`src/rtl/ascon_pkg.sv`:
```
// Shared types and constants for the Ascon permutation sequencer:
// state layout, round-constant table, FSM encoding and rotate helper.
package ascon_pkg;

  localparam int unsigned NUM_WORDS  = 5;
  localparam int unsigned WORD_WIDTH = 64;

  // Word 0 sits in the least-significant 64 bits.
  typedef logic [NUM_WORDS-1:0][WORD_WIDTH-1:0] ascon_state_t;

  typedef enum logic [1:0] {
    StIdle,
    StRun,
    StDone
  } fsm_state_e;

  // Entry i is c_i; a p[n] permutation starts at i = 16 - n.
  localparam logic [15:0][7:0] ROUND_CONST = {
    8'h4b, 8'h5a, 8'h69, 8'h78, 8'h87, 8'h96, 8'ha5, 8'hb4,
    8'hc3, 8'hd2, 8'he1, 8'hf0, 8'h0f, 8'h1e, 8'h2d, 8'h3c
  };

  function automatic logic [WORD_WIDTH-1:0] ror64(input logic [WORD_WIDTH-1:0] x,
                                                  input int unsigned n);
    return (x >> n) | (x << (WORD_WIDTH - n));
  endfunction

endpackage

```
`src/rtl/ascon_round.sv`:
```
// One combinational Ascon round: constant addition, bit-sliced S-box,
// then the per-word linear diffusion layer.
module ascon_round
  import ascon_pkg::*;
(
  input  ascon_state_t state_i,
  input  logic [3:0]   idx_i,
  output ascon_state_t state_o
);

  logic [7:0]            w_c;
  logic [WORD_WIDTH-1:0] w_x0, w_x1, w_x2, w_x3, w_x4;
  logic [WORD_WIDTH-1:0] w_t0, w_t1, w_t2, w_t3, w_t4;
  logic [WORD_WIDTH-1:0] w_y0, w_y1, w_y2, w_y3, w_y4;
  logic [WORD_WIDTH-1:0] w_s0, w_s1, w_s2, w_s3, w_s4;

  assign w_c = ROUND_CONST[idx_i];

  // Constant addition folded into the S-box input mixing of word 2.
  assign w_x0 = state_i[0] ^ state_i[4];
  assign w_x1 = state_i[1];
  assign w_x2 = state_i[2] ^ {{(WORD_WIDTH-8){1'b0}}, w_c} ^ state_i[1];
  assign w_x3 = state_i[3];
  assign w_x4 = state_i[4] ^ state_i[3];

  assign w_t0 = ~w_x0 & w_x1;
  assign w_t1 = ~w_x1 & w_x2;
  assign w_t2 = ~w_x2 & w_x3;
  assign w_t3 = ~w_x3 & w_x4;
  assign w_t4 = ~w_x4 & w_x0;

  assign w_y0 = w_x0 ^ w_t1;
  assign w_y1 = w_x1 ^ w_t2;
  assign w_y2 = w_x2 ^ w_t3;
  assign w_y3 = w_x3 ^ w_t4;
  assign w_y4 = w_x4 ^ w_t0;

  assign w_s0 = w_y0 ^ w_y4;
  assign w_s1 = w_y1 ^ w_y0;
  assign w_s2 = ~w_y2;
  assign w_s3 = w_y3 ^ w_y2;
  assign w_s4 = w_y4;

  assign state_o[0] = w_s0 ^ ror64(w_s0, 19) ^ ror64(w_s0, 28);
  assign state_o[1] = w_s1 ^ ror64(w_s1, 61) ^ ror64(w_s1, 39);
  assign state_o[2] = w_s2 ^ ror64(w_s2, 1)  ^ ror64(w_s2, 6);
  assign state_o[3] = w_s3 ^ ror64(w_s3, 10) ^ ror64(w_s3, 17);
  assign state_o[4] = w_s4 ^ ror64(w_s4, 7)  ^ ror64(w_s4, 41);

endmodule

```
`src/rtl/ascon_permutation_sequencer.sv`:
```
// Iterative Ascon-p[n] sequencer: UNROLL chained rounds per clock over a
// single state register, with a valid/ready request and result handshake.
module ascon_permutation_sequencer
  import ascon_pkg::*;
#(
  parameter int unsigned UNROLL = 1
) (
  input  logic         clk_i,
  input  logic         rst_ni,
  input  logic         in_valid_i,
  output logic         in_ready_o,
  input  ascon_state_t state_i,
  input  logic [4:0]   rnd_i,
  output logic         out_valid_o,
  input  logic         out_ready_i,
  output ascon_state_t state_o,
  output logic         busy_o,
  output logic         err_o
);

  fsm_state_e   r_fsm;
  ascon_state_t r_state;
  logic [4:0]   r_idx;
  logic         r_in_ready;
  logic         r_out_valid;
  logic         r_busy;
  logic         r_err;

  ascon_state_t w_chain [UNROLL+1];
  logic [4:0]   w_idx_next;
  logic         w_reject;

  assign w_chain[0] = r_state;

  for (genvar g = 0; g < UNROLL; g++) begin : g_round
    logic [3:0] w_idx;
    assign w_idx = r_idx[3:0] + 4'(g);
    ascon_round u_round (
      .state_i (w_chain[g]),
      .idx_i   (w_idx),
      .state_o (w_chain[g+1])
    );
  end

  // Reaching 16 means the last chained round was i = 15; never stored.
  assign w_idx_next = r_idx + 5'(UNROLL);
  assign w_reject   = (rnd_i == 5'd0) || (rnd_i > 5'd16) ||
                      ((rnd_i & 5'(UNROLL - 1)) != 5'd0);

  always_ff @(posedge clk_i or negedge rst_ni) begin
    if (!rst_ni) begin
      r_fsm       <= StIdle;
      r_state     <= '0;
      r_idx       <= 5'd0;
      r_in_ready  <= 1'b1;
      r_out_valid <= 1'b0;
      r_busy      <= 1'b0;
      r_err       <= 1'b0;
    end else begin
      r_err <= 1'b0;
      unique case (r_fsm)
        StIdle: begin
          if (in_valid_i) begin
            if (w_reject) begin
              r_err <= 1'b1;
            end else begin
              r_state    <= state_i;
              r_idx      <= 5'd16 - rnd_i;
              r_fsm      <= StRun;
              r_in_ready <= 1'b0;
              r_busy     <= 1'b1;
            end
          end
        end
        StRun: begin
          r_state <= w_chain[UNROLL];
          if (w_idx_next == 5'd16) begin
            r_fsm       <= StDone;
            r_out_valid <= 1'b1;
          end else begin
            r_idx <= w_idx_next;
          end
        end
        StDone: begin
          if (out_ready_i) begin
            r_fsm       <= StIdle;
            r_out_valid <= 1'b0;
            r_busy      <= 1'b0;
            r_in_ready  <= 1'b1;
          end
        end
        default: r_fsm <= StIdle;
      endcase
    end
  end

  assign in_ready_o  = r_in_ready;
  assign out_valid_o = r_out_valid;
  assign busy_o      = r_busy;
  assign err_o       = r_err;
  assign state_o     = r_state;

endmodule
```
`config.mk`:
```
export PLATFORM = sky130hd
export DESIGN_NAME = ascon_permutation_sequencer
export DESIGN_NICKNAME = d
export VERILOG_FILES = /design/src/rtl/ascon_pkg.sv /design/src/rtl/ascon_round.sv /design/src/rtl/ascon_permutation_sequencer.sv
export SDC_FILE = /design/constraint.sdc
export NUM_CORES = 2
export LEC_CHECK = 0
export BUFFER_PORTS_ARGS = -buffer_cell sky130_fd_sc_hd__clkbuf_2
export CORE_AREA = 2 2 256 258
export DETAILED_ROUTE_END_ITERATION = 16
export DIE_AREA = 0 0 258 260
export GPL_ROUTABILITY_DRIVEN = 0
export HOLD_SLACK_MARGIN = 0.15
export PLACE_DENSITY_LB_ADDON = 0.05
export SYNTH_ARGS = -nofsm -noshare
export SYNTH_HDL_FRONTEND = slang
export SYNTH_SLANG_ARGS = --single-unit
```
`constraint.sdc`:
```
create_clock -name clk_i -period 5.97 [get_ports clk_i]
set_input_delay 1.194 -clock clk_i [delete_from_list [all_inputs] [get_ports clk_i]]
set_output_delay 1.194 -clock clk_i [all_outputs]
set_load 0.05 [all_outputs]
```
==> run metrics <==
status finished, violations left; failing checks max-capacitance violations; Yosys top cell by area dfrtp_1; nets@finish 4,104; Area Growth Syn to Fin 17.4%; Die Wd 258 µm; synth warn 0; clock-pin slew on the worst setup and hold paths 0.06 ns; DRC 0; fin. max-slew vios 0; Die Span Y 260 µm; R2R Setup Slk 2.49 ns; initial drt markers 2,717; Critical Path RT 6.47 ns; gr ovfl total 0; largest net degree at the start of global routing 180; core area 64,100 µm²; final hold violation count 0; Tmin final 3.48 ns; I/O Pins 653; Setup TNS 0 ns; number of max-cap violations 1; clk_skew 0.0290 ns; Worst Tran Pin Value 1.47 ns; worst hold path class reg2reg; Avg Inst Size Synth 10.2 µm²; synth top area cells dfrtp_1, xnor3_1, xnor2_1, xor2_1, mux2_1; clk sink count 331; Mapped Cells 3,041; CTS buffer count 43; DIE AREA 67,100 µm²; Distinct cells, synth 40; Vias 26,453; commonest non-fill, non-tap cell in the layout clkbuf_2; DR vias/cell 5.83; RSZ-0062 raised after global routing no; Yosys reg bits 331; row count 93; fmax 287 MHz; initial antenna violation count 17; CTS max path bufs 3; drt total wl 138 mm; CTS root buffer clkbuf_16; Synth top area share 26.6%; Mapped Nets 3,501; Main synth FF type dfrtp_1; commonest non-fill, non-tap cells in the layout clkbuf_2, xnor2_1, nand2_1; CTS HTree Levels 2; Setup violations, final 0; Post-synth EDFFs 0; sequential share of the synthesized area 26.7%; initial core utilization 48.4%; critical path endpoint category register; TritonRoute pass-1 iters 6; Antenna Nets Post-Route 0; DR WL/cell 30.5 µm; filler instances 5,712; Mapped Area 31,000 µm²; CTS tree done; global-route wire length before repair 191 mm; Total Routing Usage GR 40.5%; slew margin rel. 1.05%; multi-input logic area 21,600 µm²; Post-DP HPWL 115 mm; vias in the first global route 25,837; CTS Hold Bufs 0; Skew-Pair Late Insertion Delay 0.61 ns; Critical Path AT 3.99 ns; ys async rst share 100%; Crit Path Class reg2reg; layout cells sized above 1 22.4%; CP Launch Type register; fin crit share 58.4%; PostCTS Resize Cnt 0; CP Max Fanout 8; # port buffers 652; FF+latch area 8280 µm²; postcts setup bufs 0
## flip-flops by register name, indices dropped and copies added, names as in the netlist
register	count
busy_o	1
err_o	1
in_ready_o	1
out_valid_o	1
r_fsm	2
r_idx	5
state_o	320
## routing by layer
| layer | vias up | track usage [%] | wire length, µm | part of all wire, % |
|---|---|---|---|---|
| met5 | - | 0.641 | 180 | 0.13 |
| met4 | 20 | 26.2 | 10700 | 7.7 |
| met3 | 415 | 11.8 | 15400 | 11 |
| met2 | 1642 | 62.3 | 61000 | 44 |
| met1 | 12957 | 49.9 | 51000 | 37 |
| li1 | 11419 | - | - | - |
## kinds of logic after synthesis
family | count (synthesis) | share of synthesized area [%]
xor+xnor | 909 | 37.0
fa+ha+maj | 162 | 6.28
compound gates | 435 | 7.34
simple gates | 605 | 7.44
flops | 331 | 26.7
mux | 325 | 11.4
buf+inv | 274 | 3.81
## synthesized netlist by cell type, types with 6 or more instances
master	instances
xor3_1	6
mux2_1	157
nor2_1	195
xor2_1	205
dfrtp_1	330
maj3_1	31
buf_6	10
inv_1	162
buf_1	10
a21o_1	23
a21oi_1	101
xnor2_1	448
buf_2	9
o21ai_1	83
buf_4	18
nand2_1	396
clkbuf_1	65
ha_1	131
o21ai_0	219
mux2_2	77
mux2i_1	91
xnor3_1	250
## per-stage QoR
step                      util (%)  area, µm²  hold slack [ns]  std cells  setup WS [ns]
after floorplan                  -      31000            0.531       3041           2.92
after global placement        54.6      35000            0.483       4454           2.17
after detailed placement      54.6      35000            0.489       4454           2.11
after CTS                     56.8      36400            0.500       4531           2.48
after global routing          56.8      36400            0.523       4532           2.48
final                         56.8      36400            0.499       4535           2.49
## worst paths after layout
kind	start	end	cells past startpoint
min in group asynchronous	rst_ni	err_o	1
max	r_idx[0]	state_o[246]	6
min	busy_o	busy_o	1
min reg2reg	busy_o	busy_o	1
max in group asynchronous	rst_ni	state_o[287]	2
max reg2reg	r_idx[0]	state_o[246]	6
## cell type report
class,count,share of cell area [%]
clock buffers,59,3.37
flip-flops and latches,331,22.7
diodes,4,0.0275
clock inverters,18,0.429
repair buffers,670,9.56
multi-input cells,2436,59.3
inverters,162,1.67
well taps,855,2.94
## critical path, cell delays in order (launching register included)
cell     delay (ns)
dfrtp_1        0.51
xor2_1         0.55
ha_1           0.36
xnor2_1        0.76
xnor2_1        0.51
xnor3_1        0.53
o21ai_0        0.16
Power is not shown: default switching activity piles up to over one toggle a cycle in this logic, so the estimate is an artifact.
